File: src/rtl/buscaminas_pkg.sv
// Shared minesweeper definitions: board geometry, cell bit layout and
// the board-reader FSM states.
package buscaminas_pkg;

    localparam int FILAS         = 8;
    localparam int COLUMNAS      = 8;
    localparam int ANCHO_CASILLA = 7;

    localparam int BIT_REVELADA = 6;
    localparam int BIT_BANDERA  = 5;
    localparam int BIT_BOMBA    = 4;

    // Wide enough to hold a full-board total (0..64)
    localparam int ANCHO_CONT = 7;

    typedef logic [ANCHO_CASILLA-1:0] casilla_t;

    typedef enum logic [1:0] {
        ESPERA,
        LEYENDO,
        FIN
    } estado_lector_t;

endpackage

File: src/rtl/indice_tablero.sv
// Row-major (i,j) cell index with advance enable, clear and last-cell flag.
module indice_tablero #(
    parameter int FILAS    = 8,
    parameter int COLUMNAS = 8
) (
    input  logic                        clk,
    input  logic                        rst,
    input  logic                        limpiar,
    input  logic                        avanzar,
    output logic [$clog2(FILAS)-1:0]    idx_i,
    output logic [$clog2(COLUMNAS)-1:0] idx_j,
    output logic                        es_ultima
);

    localparam int AI = $clog2(FILAS);
    localparam int AJ = $clog2(COLUMNAS);

    localparam logic [AI-1:0] I_MAX = AI'(FILAS - 1);
    localparam logic [AJ-1:0] J_MAX = AJ'(COLUMNAS - 1);

    logic [AI-1:0] i_q, i_d;
    logic [AJ-1:0] j_q, j_d;
    logic          fin_fila;

    assign fin_fila = (j_q == J_MAX);

    always_comb begin
        i_d = i_q;
        j_d = j_q;
        if (limpiar) begin
            i_d = '0;
            j_d = '0;
        end else if (avanzar) begin
            if (fin_fila) begin
                j_d = '0;
                i_d = (i_q == I_MAX) ? '0 : i_q + AI'(1);
            end else begin
                j_d = j_q + AJ'(1);
            end
        end
    end

    always_ff @(posedge clk) begin
        if (!rst) begin
            i_q <= '0;
            j_q <= '0;
        end else begin
            i_q <= i_d;
            j_q <= j_d;
        end
    end

    assign idx_i     = i_q;
    assign idx_j     = j_q;
    assign es_ultima = (i_q == I_MAX) && fin_fila;

endmodule

File: src/rtl/tablero_lector.sv
// Streams the minesweeper board cell by cell and totals revealed/flagged cells.
// TABLERO_SNAPSHOT_EN: stream a copy of the board captured at pass start.
module tablero_lector #(
    parameter int FILAS         = buscaminas_pkg::FILAS,
    parameter int COLUMNAS      = buscaminas_pkg::COLUMNAS,
    parameter int ANCHO_CASILLA = buscaminas_pkg::ANCHO_CASILLA
) (
    input  logic clk,
    input  logic rst,
    input  logic [FILAS-1:0][COLUMNAS-1:0][ANCHO_CASILLA-1:0] tablero,
    input  logic [$clog2(FILAS)-1:0]                          i_actual,
    input  logic [$clog2(COLUMNAS)-1:0]                       j_actual,
    input  logic                                              iniciar_lectura,
    output logic [ANCHO_CASILLA-1:0]                          casilla_dato,
    output logic [$clog2(FILAS)-1:0]                          casilla_i,
    output logic [$clog2(COLUMNAS)-1:0]                       casilla_j,
    output logic                                              casilla_cursor,
    output logic                                              casilla_valid,
    input  logic                                              casilla_ready,
    output logic                                              casilla_ultima,
    output logic                                              ocupado,
    output logic [buscaminas_pkg::ANCHO_CONT-1:0]             cant_reveladas,
    output logic [buscaminas_pkg::ANCHO_CONT-1:0]             cant_banderas,
    output logic                                              lectura_lista
);

    import buscaminas_pkg::*;

    localparam int AI = $clog2(FILAS);
    localparam int AJ = $clog2(COLUMNAS);

    estado_lector_t estado_q, estado_d;

    logic [ANCHO_CONT-1:0] reveladas_q, reveladas_d;
    logic [ANCHO_CONT-1:0] banderas_q, banderas_d;
    logic                  lista_q, lista_d;

    logic [AI-1:0]            idx_i;
    logic [AJ-1:0]            idx_j;
    logic                     es_ultima;
    logic                     leyendo;
    logic                     inicio;
    logic                     transfer;
    logic [ANCHO_CASILLA-1:0] celda;

    assign leyendo  = (estado_q == LEYENDO);
    assign inicio   = (estado_q == ESPERA) && iniciar_lectura;
    assign transfer = leyendo && casilla_ready;

    indice_tablero #(
        .FILAS    (FILAS),
        .COLUMNAS (COLUMNAS)
    ) u_indice (
        .clk       (clk),
        .rst       (rst),
        .limpiar   (inicio),
        .avanzar   (transfer),
        .idx_i     (idx_i),
        .idx_j     (idx_j),
        .es_ultima (es_ultima)
    );

`ifdef TABLERO_SNAPSHOT_EN
    logic [FILAS-1:0][COLUMNAS-1:0][ANCHO_CASILLA-1:0] foto_q, foto_d;

    always_comb begin
        foto_d = foto_q;
        if (inicio) begin
            foto_d = tablero;
        end
    end

    always_ff @(posedge clk) begin
        if (!rst) begin
            foto_q <= '0;
        end else begin
            foto_q <= foto_d;
        end
    end

    assign celda = foto_q[idx_i][idx_j];
`else
    assign celda = tablero[idx_i][idx_j];
`endif

    always_comb begin
        estado_d    = estado_q;
        reveladas_d = reveladas_q;
        banderas_d  = banderas_q;
        lista_d     = 1'b0;
        unique case (estado_q)
            ESPERA: begin
                if (iniciar_lectura) begin
                    reveladas_d = '0;
                    banderas_d  = '0;
                    estado_d    = LEYENDO;
                end
            end
            LEYENDO: begin
                if (casilla_ready) begin
                    reveladas_d = reveladas_q
                                + ANCHO_CONT'(celda[BIT_REVELADA]);
                    banderas_d  = banderas_q
                                + ANCHO_CONT'(celda[BIT_BANDERA]);
                    if (es_ultima) begin
                        estado_d = FIN;
                    end
                end
            end
            FIN: begin
                lista_d  = 1'b1;
                estado_d = ESPERA;
            end
            default: begin
                estado_d = ESPERA;
            end
        endcase
    end

    always_ff @(posedge clk) begin
        if (!rst) begin
            estado_q    <= ESPERA;
            reveladas_q <= '0;
            banderas_q  <= '0;
            lista_q     <= 1'b0;
        end else begin
            estado_q    <= estado_d;
            reveladas_q <= reveladas_d;
            banderas_q  <= banderas_d;
            lista_q     <= lista_d;
        end
    end

    // Beat outputs are forced to zero whenever no beat is being offered
    assign casilla_valid  = leyendo;
    assign casilla_dato   = leyendo ? celda : '0;
    assign casilla_i      = leyendo ? idx_i : '0;
    assign casilla_j      = leyendo ? idx_j : '0;
    assign casilla_ultima = leyendo && es_ultima;
    assign casilla_cursor = leyendo && (idx_i == i_actual)
                                    && (idx_j == j_actual);

    // Busy stays up through the completion-pulse cycle
    assign ocupado        = (estado_q != ESPERA) || lista_q;
    assign lectura_lista  = lista_q;
    assign cant_reveladas = reveladas_q;
    assign cant_banderas  = banderas_q;

endmodule

File: config.mk
export PLATFORM = sky130hd
export DESIGN_NAME = tablero_lector
export DESIGN_NICKNAME = d
export VERILOG_FILES = /design/src/rtl/buscaminas_pkg.sv /design/src/rtl/indice_tablero.sv /design/src/rtl/tablero_lector.sv
export SDC_FILE = /design/constraint.sdc
export NUM_CORES = 1
export LEC_CHECK = 0
export BUFFER_PORTS_ARGS = -buffer_cell sky130_fd_sc_hd__buf_4
export CORE_AREA = 2 2 192 194
export CTS_BUF_LIST = sky130_fd_sc_hd__clkbuf_16
export DETAILED_ROUTE_END_ITERATION = 10
export DIE_AREA = 0 0 194 196
export PLACE_DENSITY_LB_ADDON = 0.3
export SLEW_MARGIN = 30
export SYNTH_ARGS = -nofsm -noshare
export SYNTH_HDL_FRONTEND = slang
export SYNTH_SLANG_ARGS = --single-unit
File: constraint.sdc
create_clock -name clk -period 4.85 [get_ports clk]
set_input_delay 0.97 -clock clk [delete_from_list [all_inputs] [get_ports clk]]
set_output_delay 0.97 -clock clk [all_outputs]
set_load 0.005 [all_outputs]
Word-level counts from Yosys, hierarchy flattened
Cells that the tools add are included.
{ "word_totals": {"reg_bits": 23, "input_bits": 458, "wordCells": 55, "output_inout_bits": 32} }
{ "classes": {"magnitude_cmp": 2, "n_reduce_logical": 14, "n_bitwise": 1, "mux": 19, "n_addsub": 4, "eq_ne": 9} }
{ "ops": {"columns": ["operator", "count"], "rows": [
  ["binary-select mux 56 bit (select 3 bit)", 1],
  ["2-to-1 mux 56 bit", 1],
  ["2-to-1 mux 7 bit", 5],
  ["case mux 7 bit (2 select lines)", 2],
  ["binary-select mux 7 bit (select 3 bit)", 1],
  ["adder 7 x 1 -> 7 bit", 2],
  ["2-to-1 mux 3 bit", 4],
  ["< comparator 3 x 4 -> 1 bit (second input constant)", 2],
  ["adder 3 x 1 -> 3 bit (second input constant)", 2],
  ["== test 3 bit", 2],
  ["== test 3 bit (second input constant)", 2],
  ["logical AND 1 bit", 6],
  ["2-to-1 mux 2 bit", 3],
  ["inequality test 2 bit (second input constant)", 3],
  ["AND reduction 3 bit", 2],
  ["case mux 2 bit (2 select lines)", 1],
  ["nonzero test 2 bit", 2],
  ["== test 2 x 1 -> 1 bit (second input constant)", 1],
  ["== test 2 bit (second input constant)", 1],
  ["zero test 2 bit", 1],
  ["AND reduction 2 bit", 1],
  ["OR reduction 2 bit", 1],
  ["logical OR 1 bit", 1],
  ["2-to-1 mux 1 bit", 1],
  ["NOT 1 bit", 1]
]} }

Longest topological paths before layout
{ "logic_depth": {"word_depth": 7, "ltp_mapped": 14, "ltp_nobuf": 11} }

Hierarchy
Synthesis repeated with hierarchy kept, for this count alone.
{ "hier_totals": {"cells_unflattened": 409, "area_unflattened_um2": 5023.6} }
{ "by_module_without_submodules": {"columns": ["mod", "cells_per_inst", "seq_area_each_um2", "n_inst", "area_each_um2"], "rows": [
  ["tablero_lector", 380, 340.3, 1, 4708.3],
  ["indice_tablero", 29, 120.1, 1, 315.3]
]} }

Worst setup path after synthesis
OpenSTA, ideal clock, no wires.
{ "synth_path": {"kind": "input -> output", "start": "input tablero[397] (netlist bit)", "end": "output casilla_dato[5]", "n_path_buf": 0, "required_time_ns": 3.880, "path_stages": 5, "path_slack_ns": 1.736, "arrival_time_ns": 2.144, "cell_sequence": "mux4_2 -> a22o_1 -> o31ai_1 -> o311ai_1 -> and3_1"} }
{ "synth_between": {"elab_chain_cells": 5} }
{ "synth_rtl": {"columns": ["element", "line", "rtl"], "rows": [
  ["from (decl)", "tablero_lector.sv:10", "input logic [FILAS-1:0][COLUMNAS-1:0][ANCHO_CASILLA-1:0] tablero,"],
  ["binary-select mux 56 bit (select 3 bit)", "tablero_lector.sv:83", "assign celda = tablero[idx_i][idx_j];"],
  ["2-to-1 mux 56 bit (not written as such)", "tablero_lector.sv:83", null],
  ["binary-select mux 7 bit (select 3 bit)", "tablero_lector.sv:83", null],
  ["2-to-1 mux 7 bit (not written as such)", "tablero_lector.sv:83", null],
  ["2-to-1 mux 7 bit", "tablero_lector.sv:136", "assign casilla_dato = leyendo ? celda : '0;"],
  ["to (decl)", "tablero_lector.sv:14", "output logic [ANCHO_CASILLA-1:0] casilla_dato,"]
]} }
Every way passes these cells. The select of a mux whose other input is x is not followed.

Worst setup path after layout
{ "layout_path": {"start": "register u_indice.i_q[0] (netlist: u_indice.idx_i[0])", "end": "output casilla_dato[3]"} }
{ "layout_between": {"elab_chain_cells": 5} }
{ "layout_rtl": {"columns": ["element", "line", "rtl"], "rows": [
  ["from (decl)", "indice_tablero.sv:21", "logic [AI-1:0] i_q, i_d;"],
  ["from (signal assigned)", "indice_tablero.sv:48", "i_q <= i_d;"],
  ["binary-select mux 56 bit (select 3 bit)", "tablero_lector.sv:83", null],
  ["2-to-1 mux 56 bit (not written as such)", "tablero_lector.sv:83", null],
  ["binary-select mux 7 bit (select 3 bit)", "tablero_lector.sv:83", null],
  ["2-to-1 mux 7 bit (not written as such)", "tablero_lector.sv:83", null],
  ["2-to-1 mux 7 bit", "tablero_lector.sv:136", null]
]} }
Every way passes these cells. The select of a mux whose other input is x is not followed.

==> impl_metrics.json <==
{
  "timing_worst_setup_path_type": "reg2out",
  "grt_usage": 0.160,
  "postCtsSetupRepairBufs": 0,
  "wl_met1_um": 12800,
  "final_antenna_net_count": 0,
  "clk_path_buf_depth": 2,
  "regArea_sq_um": 472,
  "final_common_cell": "buf_4",
  "viasPerCell": 4.36,
  "dp.cells": 1350,
  "syn_inst": 422,
  "slowest_delay_ns": 0.84,
  "drive_gt1_frac": 0.703,
  "async_flop_share": 0,
  "layout_common_cells": "buf_4 (502), mux4_2 (106), mux2i_1 (57)",
  "hold_violations": 0,
  "syn_area_sq_um": 4890,
  "max_freq_mhz": 238,
  "ys_types": 40,
  "rsz0062_at_grt": "no",
  "status": "complete, no violations",
  "start_kind": "register",
  "drtPass1Iterations": 5,
  "cts.sinks": 23,
  "num-nets-final": 1354,
  "dieWidth_um": 194,
  "core_sq_um": 36100,
  "ys_seq_area_frac": 0.0942,
  "worstPathCellList": "buf_4 > mux4_2 > mux4_2 > mux2i_1 > o22ai_1 > buf_4",
  "ys.warnings.count": 0,
  "ys.flop_type": "dfxtp_1",
  "synth_seq_cells": 23,
  "ir_drop_mv": 0.108,
  "fillers": 3894,
  "antenna_found_initial": 10,
  "slowest_stage": "dfxtp_4",
  "highest_layer": "met5",
  "worstMarginPinSlew_ns": 0.767,
  "cts_root_buffer": "clkbuf_16",
  "die_area_sq_um": 38000,
  "cp_top_family": "multiplexers",
  "setup_viol": 0,
  "multiInputGateArea_sq_um": 4170,
  "clk_pin_slew_ns": 0.06,
  "wl_met3_um": 1950,
  "required_ns": 3.88,
  "clk_latency_ns": 0.26,
  "fin_skew_ns": 0.00746,
  "wl_um": 32200,
  "cts_hold_buffers": 0,
  "rows": 70,
  "drt_iter0_drc": 250,
  "fin_crit_ns": 4.20,
  "syn2layout_area_growth_pct": 87.0,
  "drcViolationCount": 0,
  "end_kind": "output pin",
  "io_buffers": 489,
  "hold_class": "reg2reg",
  "maxCapViolCount": 0,
  "dp_hpwl_um": 28400,
  "htreeDepth": 1,
  "num_io_pins": 490,
  "grt_pass1_wl_um": 44400,
  "start_util": 0.135,
  "crit_buf_inv": 2,
  "wl_met2_um": 16900,
  "slew_headroom": 0.489,
  "postSynthAreaPerCell_sq_um": 11.6,
  "leakage_nw": 3.80,
  "chipHeight_um": 196,
  "finalSetupTns_ns": 0,
  "hold_slack_ns": 0.499,
  "grt-ovfl-total": 0,
  "grt_max_degree": 47,
  "cts_tree": "done",
  "numCtsBuffers": 3,
  "finalMaxSlewViolations": 0,
  "wl_per_cell_um": 23.6,
  "via_count": 5942,
  "worst-path-max-fanout": 37,
  "syn-num-nets": 889,
  "first_global_vias": 6338,
  "crit_arrival_ns": 3.23,
  "cts.repair.resized": 0,
  "globalplace.congestion": 0.835,
  "synth_edf_count": 0,
  "final_cells": 1363,
  "finalCritPeriodShare": 0.867,
  "powerDensity_nw_per_um2": 91.4
}
[worst paths after layout]
path	from	to	slack (ns)	cells after the start
max	u_indice.idx_i[0]$_SDFFE_PP0P_	casilla_dato[3]	0.65	6
min	cant_reveladas[0]$_SDFFE_PN0P_	cant_reveladas[0]$_SDFFE_PN0P_	0.50	2
max reg2reg	u_indice.idx_i[0]$_SDFFE_PP0P_	cant_banderas[6]$_SDFFE_PN0P_	1.11	11
min reg2reg	cant_reveladas[0]$_SDFFE_PN0P_	cant_reveladas[0]$_SDFFE_PN0P_	0.50	2
[Yosys cell counts, drive strengths merged (6+ instances only)]
library cell / count / area (sq um)
clkbuf: 10 / 37.5
a21oi: 13 / 65.1
and2: 8 / 50.1
nor2: 25 / 96.4
mux2i: 57 / 571
dfxtp: 23 / 460
xor2: 11 / 96.3
a21boi: 6 / 45.0
ha: 9 / 113
a22oi: 20 / 150
mux4: 106 / 2390
and3: 7 / 43.8
buf: 34 / 216
nand3: 12 / 60.1
nand2: 21 / 78.8
[worst register-to-register path: stages, from the launching register on]
cell,delay [ns]
dfxtp_4,0.84
nor2b_1,0.37
a22oi_1,0.26
a21oi_1,0.10
o41ai_1,0.68
and2_1,0.28
ha_1,0.17
ha_1,0.16
nor4b_1,0.41
nand3_1,0.15
xor2_1,0.14
nor2_1,0.05
[logic make-up after synthesis]
family / share of synthesized area
AO/OA/AOI/OAI: 0.0858
XOR/XNOR: 0.0287
adder cells (fa/ha/maj): 0.0230
buffers and inverters: 0.0535
flip-flops: 0.0942
multiplexers: 0.610
AND/OR/NAND/NOR: 0.105
[area by class of cell]
cell class | count | share of cell area
multi-input cells | 353 | 0.456
repair buffers | 504 | 0.417
well taps | 468 | 0.0641
flip-flops and latches | 23 | 0.0516
clock buffers | 3 | 0.00821
diodes | 9 | 0.00246
inverters | 2 | 0.000821
clock inverters | 1 | 0.000547
[registers in the layout, indices dropped and copies added, names as in the netlist]
signal and count:
cant_banderas 7, u_indice.idx_j 3, cant_reveladas 7, u_indice.idx_i 3, estado_q 2, lectura_lista 1
[through the flow]
step	utilization	cell area [sq um]	power, W	worst slack (ns)
after floorplan	-	4890	0.000317	1.74
after global placement	0.250	9040	0.000662	0.834
after detailed placement	0.250	9040	0.000665	0.799
after CTS	0.253	9120	0.000846	0.529
after global routing	0.253	9140	0.000875	0.388
final	0.253	9140	0.000835	0.647
[metal layers]
metal	global-route usage	vias to the layer above
li1	-	2709
met1	0.199	2908
met2	0.281	303
met3	0.0289	20
met4	0.0452	2
met5	0	-
[where the power goes]
part,switching [W],total (W),internal (W)
Sequential,0.00000593,0.000196,0.000190
Combinational,0.000137,0.000461,0.000324
Clock,0.0000682,0.000179,0.000111
(Power assumes the default switching activity.)
